==> src/rtl/guess_datapath.sv <==
// guess_datapath: datapath stage for the guessing-game controller.
//   Generates the secret "actual" value with a wrapping counter, synchronises
//   the switch guess, registers over/under/equal compare flags for the FSM,
//   and holds the three result LEDs until the FSM commands an update.
//
// Ports:
//   clk            system clock, all state updates on the rising edge
//   reset          synchronous, active-high reset (clears every register)
//   i_guess        raw switch value, asynchronous to clk
//   i_inc_actual   advance the actual counter this cycle
//   i_update_leds  copy the current flag registers into the LED registers
//   o_over         registered: synchronised guess > actual
//   o_under        registered: synchronised guess < actual
//   o_equal        registered: synchronised guess == actual
//   o_led_over     held LED copy of o_over
//   o_led_under    held LED copy of o_under
//   o_led_equal    held LED copy of o_equal
//   o_actual       current actual value (debug / seven-segment)
module guess_datapath #(
  parameter int unsigned WIDTH     = 8,
  parameter int unsigned MAX_VALUE = 255
) (
  input  logic             clk,
  input  logic             reset,
  input  logic [WIDTH-1:0] i_guess,
  input  logic             i_inc_actual,
  input  logic             i_update_leds,
  output logic             o_over,
  output logic             o_under,
  output logic             o_equal,
  output logic             o_led_over,
  output logic             o_led_under,
  output logic             o_led_equal,
  output logic [WIDTH-1:0] o_actual
);

  localparam logic [WIDTH-1:0] MAX_ACTUAL = WIDTH'(MAX_VALUE);

  logic [WIDTH-1:0] g1;
  logic [WIDTH-1:0] g_sync;
  logic [WIDTH-1:0] actual;

  // Two-flop synchroniser for the asynchronous switch inputs.
  always_ff @(posedge clk) begin
    if (reset) begin
      g1     <= '0;
      g_sync <= '0;
    end else begin
      g1     <= i_guess;
      g_sync <= g1;
    end
  end

  // Secret value counter; wraps to zero after MAX_ACTUAL.
  always_ff @(posedge clk) begin
    if (reset) begin
      actual <= '0;
    end else if (i_inc_actual) begin
      if (actual == MAX_ACTUAL) actual <= '0;
      else                      actual <= actual + WIDTH'(1);
    end
  end

  // Unsigned compare, registered every cycle.
  always_ff @(posedge clk) begin
    if (reset) begin
      o_over  <= 1'b0;
      o_under <= 1'b0;
      o_equal <= 1'b0;
    end else begin
      o_over  <= (g_sync >  actual);
      o_under <= (g_sync <  actual);
      o_equal <= (g_sync == actual);
    end
  end

  // LEDs capture the flag registers as they stand at the update edge,
  // so a same-cycle increment or guess change is not yet reflected.
  always_ff @(posedge clk) begin
    if (reset) begin
      o_led_over  <= 1'b0;
      o_led_under <= 1'b0;
      o_led_equal <= 1'b0;
    end else if (i_update_leds) begin
      o_led_over  <= o_over;
      o_led_under <= o_under;
      o_led_equal <= o_equal;
    end
  end

  assign o_actual = actual;

endmodule

==> config.mk <==
export PLATFORM = sky130hd
export DESIGN_NAME = guess_datapath
export DESIGN_NICKNAME = d
export VERILOG_FILES = /design/src/rtl/guess_datapath.sv
export SDC_FILE = /design/constraint.sdc
export NUM_CORES = 1
export LEC_CHECK = 0
export CORE_AREA = 2 2 51 53
export CTS_CLUSTER_DIAMETER = 40
export DETAILED_ROUTE_END_ITERATION = 10
export DIE_AREA = 0 0 53 55
export PLACE_DENSITY = 0.86
export SKIP_LAST_GASP = 1
export SLEW_MARGIN = 10
export SYNTH_ARGS = -nofsm -noshare
export SYNTH_HDL_FRONTEND = slang
export SYNTH_SLANG_ARGS = --single-unit
export TNS_END_PERCENT = 1
==> constraint.sdc <==
create_clock -name clk -period 4 [get_ports clk]
set_input_delay 0.8 -clock clk [delete_from_list [all_inputs] [get_ports clk]]
set_output_delay 0.8 -clock clk [all_outputs]
set_load 0.05 [all_outputs]
Word level (Yosys, flattened, before mapping)
Cells that the tools add are included.
Cells by class
  mux-type cells: 1
  $lt $le $gt $ge: 2
  equality and inequality tests: 2
  add/sub/neg operators: 1
Operators by type and width (number)
  8-bit by 1-bit adder with 8-bit output (second input constant): 1
  8-bit == test: 1
  8-bit == test (second input constant): 1
  8-bit > comparator: 1
  8-bit less-than comparator: 1
  8-bit 2-to-1 mux: 1
Storage, ports and cells
  word-level logic and storage cells: 15
  output and inout port bits: 14
  register bits after elaboration: 30
  input bits: 12

Logic depth before layout (Yosys ltp)
  word-level depth: 2
  mapped depth: 6
  mapped depth without buffers: 6

Worst setup path before layout
No wires, ideal clock.
  path type: reg2reg
  start: register actual[1] (netlist: o_actual[1])
  end: register o_over
  arrival: 1.610 ns
  setup time: 0.086 ns
  setup slack: 2.304 ns
  required time: 3.914 ns
  clock period less this slack: 1.696 ns
  stages on the path, launching flop included: 7
  path through: dfxtp_1 inv_1 ha_1 nor2b_1 o211ai_1 a21o_1 a211oi_1
On the way
  word-level cells in the longest chain between the ends: 1
RTL lines
  from (decl): line 41  | logic [WIDTH-1:0] actual;
  from (signal assigned): line 60  | else actual <= actual + WIDTH'(1);
  8-bit > comparator: line 71  | o_over <= (g_sync > actual);
  to (signal assigned): line 71
  to (decl): line 28  | output logic o_over,
Every way passes these cells.
A chain may end at the register's enable or synchronous reset.

Final worst setup path
  start: register actual[0] (netlist: o_actual[0])
  end: output port o_actual[0]
RTL lines
  to (decl): line 34  | output logic [WIDTH-1:0] o_actual
No word-level cell between the ends.

==> summary by stage <==
Status
The flow ran to the end, and the final reports show no timing, DRC or antenna violations.

Worst setup path
The kind of cell with the highest combined delay along the critical path is buffers and inverters. For this design, the slowest cell found on the critical path is sky130_fd_sc_hd__clkdlybuf4s50_1. STA classifies the critical path endpoint as an output port. The signal on the critical path passes through clkdlybuf4s50_1. The category of the most critical setup path is reg2out.

The maximum fanout encountered on the critical timing path is 5. The number of buffers and inverters on the critical path is 1. Data arrives at the worst endpoint at 1610 ps. STA classifies the critical path startpoint as a flop. The delay of the slowest cell on the worst path is 850 ps. At the worst endpoint, the required time is 3200 ps.

Detailed routing
In the routed layout, each cell is associated on average with a via count of 4.74. The total wirelength of the detailed-routed design is 1920 µm. Before antenna repair, the detailed router went through 5 iterations. Dividing the detail-routed wire length by the instance count gives 11.4 µm. The vias after detailed routing is 797.

For this block, the initial DRC count from the detailed router was 11. The detail route stage leaves a number of antenna-violating nets equal to 0. After detailed routing, the number of remaining DRC violations is 0.

STA
Setup repair after global routing left no endpoint under its margin. The number of endpoints failing setup at the final stage is 0. For this run, the top clock speed supported by timing is 415 MHz.

The post-route fraction of the period consumed by the critical path is 0.602. The worst max-slew margin expressed relative to the limit is 0.414. On the final layout, the worst clock skew is 1.92 ps. For the pin with the worst max-slew slack, the measured transition is 877 ps. The number of endpoints with negative hold slack in the final report is 0. The number of pins with negative max-slew slack in the final report was 0.

Setup total negative slack on the finished layout was measured at 0 ps. Counting I/O delays and the setup requirement, the final critical path takes 2410 ps. Across all hold checks on the routed design, the worst slack comes to 440 ps.

CTS
In this run the number of H-tree levels came out at 2. After clock tree synthesis, the clock-pin slew on the worst setup and hold paths is 80 ps. Buffers added to address setup during post-CTS repair amount to 0. The number of buffers between clock root and the deepest sink is 2. TritonCTS built the clock tree.

In this run, post-CTS repair resized a total of 0 instances. The buffer type at the clock tree root is sky130_fd_sc_hd__clkbuf_4. The TritonCTS buffer count is 5. The hold-fix buffer count after cts is 0.

The clock reaches the later pin of the worst-skew pair after 300 ps. The tree built by TritonCTS fans out to 30 sinks.

Worst hold path
The min-delay analysis places its worst path in the category reg2reg.

Power
Summing internal, switching and leakage power gives 575 µW. In this run the static leakage power is 0.000585 µW. The worst ir drop on vdd is 0.000261 V.

In this run the power density over the cells is 390 mW/mm².

Global route
The number of antenna violations at the first check in global routing is 0. Entering global routing, the biggest net connects 28 pins. The total congestion overflow is 0. The first global-routing pass estimated 3100 µm of wire.

The via count of the first global-routing pass came to 782. The overall track demand over capacity in global routing is 0.153.

Placement
The routability congestion estimate is 0.778. Input and output buffers added on the ports amount to 25. The half-perimeter wire length after detailed placement is 1520 µm.

Summing all placed instances gives a cell area of 0.00142 mm². The number of cells after detailed placement is 162.

Cells and area
The repair_antennas step left the layout with diodes totalling 0. The count of nets after finishing is 160. The count of non-filler cells in the finished layout is 168. The layout has 211 filler cells. The finished cells cover 0.00148 mm². The area growth from synthesis to final layout is 29.0%. The share of post-route cells with drive strength above 1 is 0.0797.

Synth
The synthesized area per cell is 10.5 µm². The share of the synthesized area in the top cell type is 0.525. Counting every net in the synthesized netlist gives 130. Of the synthesized area, sequential elements account for 0.525. Ranked by total cell area, the synthesized netlist is headed by sky130_fd_sc_hd__dfxtp_1, sky130_fd_sc_hd__ha_1, sky130_fd_sc_hd__nor2b_1. The Yosys warning count is 0. The count of distinct cell types in the synthesized netlist is 20.

Summed over all instances, the cell type with the most area after synthesis is sky130_fd_sc_hd__dfxtp_1. The cell area after technology mapping is 0.00114 mm². Counting flops and latches in the post-synthesis netlist gives 30. The gate count of the mapped netlist is 109.

Floorplan
The count of pins on the block boundary is 26. The floorplan step defined a die boundary enclosing 0.00292 mm². In this run the core area contains 18 standard-cell rows. In this run the standard cell core region covers 0.00236 mm². The starting utilization of the core area is 0.484. The die span in x is 53 µm. From bottom edge to top edge, the die measures 55 µm.

Job
Max-cap violations in this run came to 0.
## layout by cell type, fill, tap and decap left out
cell type and count:
sky130_fd_sc_hd__clkbuf_4 5, sky130_fd_sc_hd__nand2_1 2, sky130_fd_sc_hd__a21o_1 1, sky130_fd_sc_hd__xnor2_1 7
sky130_fd_sc_hd__nand4_2 1, sky130_fd_sc_hd__mux2i_1 4, sky130_fd_sc_hd__o211ai_1 1, sky130_fd_sc_hd__clkbuf_8 1
sky130_fd_sc_hd__nor2b_1 17, sky130_fd_sc_hd__nor3_2 3, sky130_fd_sc_hd__a21oi_1 2, sky130_fd_sc_hd__clkdlybuf4s50_1 25
sky130_fd_sc_hd__inv_1 8, sky130_fd_sc_hd__dfxtp_1 30, sky130_fd_sc_hd__ha_1 9, sky130_fd_sc_hd__nor2_1 13
sky130_fd_sc_hd__nand4_1 3, sky130_fd_sc_hd__nand3_1 1, sky130_fd_sc_hd__nor3_1 1, sky130_fd_sc_hd__a211oi_1 2
sky130_fd_sc_hd__and3b_1 1, sky130_fd_sc_hd__a31o_2 1
## kinds of logic (layout without fill, tap and decap cells)
kind of cell	Yosys count	in the layout	synth area share
AOI/OAI and AO/OA	7	7	0.0427
xor gates and xnor gates	7	7	0.0536
and+or+nand+nor	42	42	0.212
DFF	30	30	0.525
buffers and inverters	10	39	0.0328
muxes	4	4	0.0350
adders and majority gates	9	9	0.0985
## worst paths after layout
path | from | to | slack (ps) | cells after the start
min | g1[0] | g_sync[0] | 440 | 1
max reg2reg | o_actual[5] | o_over | 2380 | 6
min reg2reg | g1[0] | g_sync[0] | 440 | 1
max | o_actual[0] | o_actual[0] | 1590 | 1
## sequential cells by signal, indices dropped and copies added, names as in the netlist
signal       cells
g1               8
g_sync           8
o_actual         8
o_equal          1
o_led_equal      1
o_led_over       1
o_led_under      1
o_over           1
o_under          1
## cells in the mapped netlist
master                     count
sky130_fd_sc_hd__and3b_1       1
sky130_fd_sc_hd__nor2_1       13
sky130_fd_sc_hd__dfxtp_1      30
sky130_fd_sc_hd__nor2b_1      17
sky130_fd_sc_hd__nor3_1        1
sky130_fd_sc_hd__nor3_2        3
sky130_fd_sc_hd__a31o_2        1
sky130_fd_sc_hd__xnor2_1       7
sky130_fd_sc_hd__nand4_1       3
sky130_fd_sc_hd__a21oi_1       2
sky130_fd_sc_hd__nand4_2       1
sky130_fd_sc_hd__ha_1          9
sky130_fd_sc_hd__a211oi_1      2
sky130_fd_sc_hd__inv_1         8
sky130_fd_sc_hd__a21o_1        1
sky130_fd_sc_hd__clkbuf_1      2
sky130_fd_sc_hd__nand2_1       2
sky130_fd_sc_hd__o211ai_1      1
sky130_fd_sc_hd__nand3_1       1
sky130_fd_sc_hd__mux2i_1       4
## through the flow
step | setup WS (ps) | utilization
CTS | 1580 | 0.624
finish | 1590 | 0.624
floorplan | 2300 | -
global placement | 1740 | 0.602
global route | 1520 | 0.624
detailed placement | 1670 | 0.602
## per-layer routing
metal / share of wire / vias up / global-route usage
li1: - / 413 / -
met1: 0.39 / 361 / 0.153
met2: 0.54 / 21 / 0.288
met3: 0.055 / 2 / 0.0484
met4: 0.0083 / 0 / 0.0769
met5: 0 / - / 0
## power breakdown
part	internal, µW	leakage, µW	switching, µW
Sequential	313	0.000246	8.24
Combinational	40.0	0.000309	50.4
Clock	79.0	0.0000302	84.1
## cell type report
type,count,area [µm²],area share
sequential,30,601,0.407
inverter,8,30.0,0.0204
tap,30,37.5,0.0254
timing repair buffer,25,250,0.170
clock buffer,6,51.3,0.0348
multi-input combinational,69,505,0.343
(Power assumes the default switching activity.)
